**src/rtl/key_debounce.sv**
```systemverilog
// Push-button debouncer: 2-FF synchronizer, then a hold-count filter FSM.
// Emits one registered pulse per accepted press and per accepted release.
//
// Ports:
//   sys_clk     in   system clock, rising edge
//   sys_rst_n   in   asynchronous active-low reset
//   key_in      in   raw button, async to sys_clk, 0 = pressed
//   key_pulse   out  one-cycle pulse on accepted press or release
//   key_press   out  one-cycle pulse on accepted press
//   key_release out  one-cycle pulse on accepted release
//   key_state   out  debounced level, 1 = pressed
module key_debounce #(
    parameter int unsigned DEBOUNCE_CNT = 1_000_000,
    parameter int unsigned CNT_W        = 20
) (
    input  logic sys_clk,
    input  logic sys_rst_n,
    input  logic key_in,
    output logic key_pulse,
    output logic key_press,
    output logic key_release,
    output logic key_state
);

    typedef enum logic [1:0] {
        IDLE,
        PRESS_FLT,
        DOWN,
        RELEASE_FLT
    } state_e;

    localparam logic [CNT_W-1:0] CNT_LAST = CNT_W'(DEBOUNCE_CNT - 1);

    logic             sync1_q;
    logic             sync2_q;
    logic             key_sync;
    state_e           state_q;
    state_e           state_d;
    logic [CNT_W-1:0] cnt_q;
    logic [CNT_W-1:0] cnt_d;
    logic             level_q;
    logic             level_d;
    logic             press_q;
    logic             press_d;
    logic             release_q;
    logic             release_d;
    logic             pulse_q;

    // Both flops reset to the released level so reset never looks like a press.
    always_ff @(posedge sys_clk or negedge sys_rst_n) begin
        if (!sys_rst_n) begin
            sync1_q <= 1'b1;
            sync2_q <= 1'b1;
        end else begin
            sync1_q <= key_in;
            sync2_q <= sync1_q;
        end
    end

    assign key_sync = sync2_q;

    // Filter states count consecutive samples of the new level; any sample
    // of the old level aborts back to the stable state, so every re-bounce
    // restarts the hold time from zero.
    always_comb begin
        state_d   = state_q;
        cnt_d     = cnt_q;
        level_d   = level_q;
        press_d   = 1'b0;
        release_d = 1'b0;
        unique case (state_q)
            IDLE: begin
                if (!key_sync) begin
                    state_d = PRESS_FLT;
                    cnt_d   = '0;
                end
            end
            PRESS_FLT: begin
                if (key_sync) begin
                    state_d = IDLE;
                    cnt_d   = '0;
                end else if (cnt_q == CNT_LAST) begin
                    state_d = DOWN;
                    cnt_d   = '0;
                    level_d = 1'b1;
                    press_d = 1'b1;
                end else begin
                    cnt_d = cnt_q + CNT_W'(1);
                end
            end
            DOWN: begin
                if (key_sync) begin
                    state_d = RELEASE_FLT;
                    cnt_d   = '0;
                end
            end
            RELEASE_FLT: begin
                if (!key_sync) begin
                    state_d = DOWN;
                    cnt_d   = '0;
                end else if (cnt_q == CNT_LAST) begin
                    state_d   = IDLE;
                    cnt_d     = '0;
                    level_d   = 1'b0;
                    release_d = 1'b1;
                end else begin
                    cnt_d = cnt_q + CNT_W'(1);
                end
            end
            default: begin
                state_d = IDLE;
                cnt_d   = '0;
            end
        endcase
    end

    always_ff @(posedge sys_clk or negedge sys_rst_n) begin
        if (!sys_rst_n) begin
            state_q   <= IDLE;
            cnt_q     <= '0;
            level_q   <= 1'b0;
            press_q   <= 1'b0;
            release_q <= 1'b0;
            pulse_q   <= 1'b0;
        end else begin
            state_q   <= state_d;
            cnt_q     <= cnt_d;
            level_q   <= level_d;
            press_q   <= press_d;
            release_q <= release_d;
            pulse_q   <= press_d | release_d;
        end
    end

    assign key_pulse   = pulse_q;
    assign key_press   = press_q;
    assign key_release = release_q;
    assign key_state   = level_q;

endmodule

```
**config.mk**
```make
export PLATFORM = sky130hd
export DESIGN_NAME = key_debounce
export DESIGN_NICKNAME = d
export VERILOG_FILES = /design/src/rtl/key_debounce.sv
export SDC_FILE = /design/constraint.sdc
export NUM_CORES = 1
export LEC_CHECK = 0
export CAP_MARGIN = 5
export CORE_MARGIN = 3
export CORE_UTILIZATION = 58
export DETAILED_ROUTE_END_ITERATION = 10
export GPL_TIMING_DRIVEN = 0
export PLACE_DENSITY = 0.77
export SYNTH_ARGS = -nofsm -noshare
export SYNTH_HDL_FRONTEND = slang
export SYNTH_SLANG_ARGS = --single-unit
```
**constraint.sdc**
```tcl
create_clock -name sys_clk -period 2.5 [get_ports sys_clk]
set_input_delay 0.375 -clock sys_clk [delete_from_list [all_inputs] [get_ports sys_clk]]
set_output_delay 0.375 -clock sys_clk [all_outputs]
set_load 0.01 [all_outputs]
```
**Word-level counts from Yosys, hierarchy flattened**

Index checks and enable logic that the tools add are counted.

- Word-level logic and storage cells: 50
- Register bits: 28
- Output and inout port bits: 4

- Muxes and demuxes: 23
- Equality and inequality tests: 12
- Reductions and logical operators: 5
- Bitwise gates (word level): 1
- Add/subtract/negate cells: 1

Operator list:

| operator | count |
|---|---|
| $mux 20 | 5 |
| $pmux 20 s4 | 1 |
| $add 20x1->20 const B | 1 |
| $eq 20x20->1 const B | 1 |
| $mux 2 | 6 |
| $ne 2x2->1 const B | 6 |
| $mux 1 | 9 |
| $pmux 2 s4 | 1 |
| $ne 3x3->1 const B | 2 |
| $reduce_and 5->1 | 1 |
| $eq 2x2->1 const B | 2 |
| $reduce_and 4->1 | 1 |
| $eq 2x1->1 const B | 1 |
| $logic_not 2->1 | 1 |
| $pmux 1 s2 | 1 |
| $reduce_and 2->1 | 1 |
| $reduce_bool 2->1 | 1 |
| $or 1x1->1 | 1 |

**Longest topological paths before layout**

- Depth after elaboration: 5
- Gate-level depth with buffers: 7
- Depth with buffers taken out: 6

**Worst setup path after synthesis**

Ideal clock, no wire load.

- Path type: flip-flop to flip-flop
- Start point: reg cnt_q[0]
- End point: reg cnt_q[17]
- Stages on the path, launching flop included: 8
- Buffers on the path: 1
- Library setup time: 0.082 ns
- Path slack: 0.701 ns
- Arrival: 1.717 ns
- Cells stage by stage: dfrtp_1 ha_1 nand4_1 and4bb_2 a21oi_1 buf_2 a41oi_1 a31oi_1

- Cells in the longest elaborated chain, start to end: 4

RTL lines:

| item | RTL line | text |
|---|---|---|
| start: declaration | 39 | `logic [CNT_W-1:0] cnt_q;` |
| start signal: assignment | 127 | `cnt_q <= cnt_d;` |
| $add 20x1->20 or $eq 20x20->1 (tied branches) | -- |  |
| $mux 20 * | 82, 101 |  |
| $mux 20, on equally long branches | 98, 79 |  |
| $pmux 20 s4 * | 71 | `unique case (state_q)` |

Every way passes the cells marked *; elsewhere a longest branch is shown, timed or not.
A chain may end at the register's enable or synchronous reset.

**Worst setup path after layout**

- Start point: reg cnt_q[0]
- End point: reg cnt_q[15]

Same word-level chain as after synthesis.

==> flow_metrics.tcl <==
set metrics [dict create \
    syn_avg_cell_area_um2 9.321 \
    ant_nets 0 \
    wirelength_mm 2.950 \
    period_share_pct 87.00 \
    clock_latency_ns 0.33 \
    cts_made_buffers 3 \
    synth_top_area_share_pct 46.85 \
    synth_top_family_by_area "simple AND/OR/NAND/NOR gates" \
    drc_errors 0 \
    grt_pass1_vias 1001 \
    dpl_cell_area_mm2 0.001484 \
    rows 17 \
    setup_viol_count_final 0 \
    fp.dieH_um 54.94 \
    crit_chain "ha_1, nand4_1, and4bb_2, a21oi_1, buf_2, a41oi_1, a31oi_1" \
    synth-seq-cells 28 \
    setup_tns_ns 0 \
    required_ns 2.76 \
    final_area_mm2 0.001538 \
    initial_core_util_pct 62.18 \
    hold_violations 0 \
    synth-simple-area-share_pct 23.42 \
    drt_iter0_drc 36 \
    cts_sinks 28 \
    max-vdd-ir-drop_mv 0.4669 \
    htreeDepth 1 \
    grt_pass1_wl_mm 4.478 \
    period_minus_slack_ns 2.175 \
    status "finished clean" \
    yosys_warnings 0 \
    whs_ns 0.3486 \
    cts_repair_resize_count 0 \
    worstPathMaxFanout 10 \
    finalClockSkew_ns 0.004792 \
    cts-root-buf "clkbuf_4" \
    area_growth_pct 10.72 \
    synth-seq-area-share_pct 50.63 \
    netlist_area_mm2 0.001389 \
    core_mm2 0.002233 \
    synthAdderAreaFrac_pct 0.9009 \
    power_leakage_nw 0.6247 \
    ctsHoldBuffers 0 \
    r2r_slack_ns 0.33 \
    slowest_delay_ns 0.48 \
    globalplace.congestion 0.8329 \
    criticalPathCategory "register to register" \
    wire_per_inst_um 15.69 \
    grtUsageMet3_pct 2.949 \
    die_w_um 54.94 \
    antenna_found_initial 0 \
    max-cap-violations 0 \
    slew_violations 0 \
    worstHoldPathType "input pin to asynchronous set/reset pin" \
    muxShareOfSynthArea_pct 0 \
    synth_nets 153 \
    first_pass_iters 4 \
    num_io_pins 7 \
    critPathCaptureType "register" \
    grt_busiest_layer "met2" \
    grt-ovfl-total 0 \
    rsz0062_at_grt "false" \
    worstMarginPinSlew_ns 0.6122 \
    die_area_mm2 0.003018 \
    cp.arrival_ns 2.43 \
    clk_path_buf_depth 2 \
    drive_gt1_share_pct 7.500 \
    cts_tree "yes" \
    final_util_pct 68.85 \
    cellPowerDensity_mw_per_mm2 591.2 \
    path_clk_slew_ns 0.15 \
    syn_inst 149 \
    grt_util_met1_pct 30.61 \
    gr-usage-all-layers_pct 21.13 \
    post_cts.repair.setup_buffers 0 \
    max_slew_margin_pct 59.04 \
    fmax_ghz 0.4598 \
    synth_area_leader_cell "dfrtp_1" \
    grt_max_degree 29 \
    fin_nets 165 \
    cp_slowest_cell "dfrtp_1" \
    synth-compound-area-share_pct 19.28 \
    grt_util_met2_pct 31.50 \
    port_buffers 6 \
    dp_hpwl_mm 1.997 \
    vias 1191 \
    via_per_inst 6.335 \
    startpoint_type "register" \
    synth_xor_area_share_pct 3.153 \
    ys_types 33 \
    diodes 0 \
    netlist_top_cells_area "dfrtp_1 47%, nand2_1 6.8%, a31oi_1 6.3%" \
]
## path summary, 6_finish.rpt
path	end	depth (start not counted)	startpoint
setup / recovery	cnt_q[15]	7	cnt_q[0]
hold / removal	cnt_q[4]	1	sys_rst_n
setup reg to reg	cnt_q[15]	7	cnt_q[0]
hold reg to reg	key_sync	0	sync1_q
max in group asynchronous	key_sync	2	sys_rst_n
min in group sys_clk	key_sync	0	sync1_q
## stage by stage
step	instances	power (mW)	setup slack, ns
2_1_floorplan	149	0.6508	0.7010
3_3_place_gp	183	0.7058	0.4237
3_5_place_dp	183	0.7160	0.3858
4_1_cts	187	0.8979	0.3519
5_1_grt	188	0.9502	0.1629
6_report	188	0.9092	0.3250
## synthesized netlist by cell type, drive strengths merged
cell type	number
dfrtp	26
nand2	25
a31oi	14
o21ai	12
nand3	11
nor2	8
nor3	7
a21oi	4
and3	4
nand4	4
a21o	3
a41oi	3
buf	3
inv	3
xnor2	3
a22o	2
dfstp	2
nor2b	2
xor2	2
a2bb2oi	1
a32o	1
and4bb	1
clkbuf	1
ha	1
nor4b	1
o21a	1
o31ai	1
or2	1
or3	1
or4b	1
## placed cells by master (no fill, tap or decap), types with 2 or more instances in the layout
cell and n:
dfrtp_1 26, nand2_1 25, a31oi_1 14, nand3_1 11
o21ai_0 11, nor2_1 8, nor3_1 6, clkdlybuf4s50_1 6
nand4_1 4, and3_1 4, a21oi_1 4, inv_1 3
xnor2_1 3, a21o_1 3, a41oi_1 3, clkbuf_4 3
nor2b_1 2, buf_2 2, clkbuf_1 2, xor2_1 2
a22o_1 2, dfstp_2 2
## final cells by class
cell class	instances	area [um^2]
tap	28	35.03
clock buffer	4	26.28
inverter	3	11.26
sequential	28	703.2
timing repair buffer	7	87.58
buffer	4	25.02
fill	179	695.7
multi-input combinational	114	649.4
## power by group
part / leakage [nW] / internal [mW] / total, mW / switching (mW)
sequential: 0.381 / 0.479 / 0.518 / 0.0391
clock: 0.0150 / 0.0626 / 0.193 / 0.130
combinational: 0.229 / 0.0677 / 0.199 / 0.131
total: 0.625 / 0.609 / 0.909 / 0.300
## registers in the layout, summed over array words and instances (netlist names), named ones only
signal / cells
key_press: 1
sync1_q: 1
key_pulse: 1
state_q: 1
key_state: 1
key_release: 1
key_sync: 1
cnt_q: 20
## critical path: cells and delay by family, from the launching register on
| family | cells | cell delay (ns) |
|---|---|---|
| AOI/OAI and AO/OA | 3 | 0.60 |
| adders and majority gates | 1 | 0.29 |
| and+or+nand+nor | 2 | 0.43 |
| buffers and inverters | 1 | 0.30 |
| DFF | 1 | 0.48 |
## logic make-up (layout without fill, tap and decap cells)
group | count (synthesis) | after routing
and+or+nand+nor | 66 | 66
AOI/OAI and AO/OA | 42 | 42
DFF | 28 | 28
buffers and inverters | 7 | 18
xor gates and xnor gates | 5 | 5
adders and majority gates | 1 | 1
## metal layers
layer / vias to the layer above / wire length (um)
li1: 576 / -
met1: 579 / 1379
met2: 31 / 1407
met3: 5 / 115
met4: 0 / 47
met5: - / 0
Power figures use the tool's default switching activity.
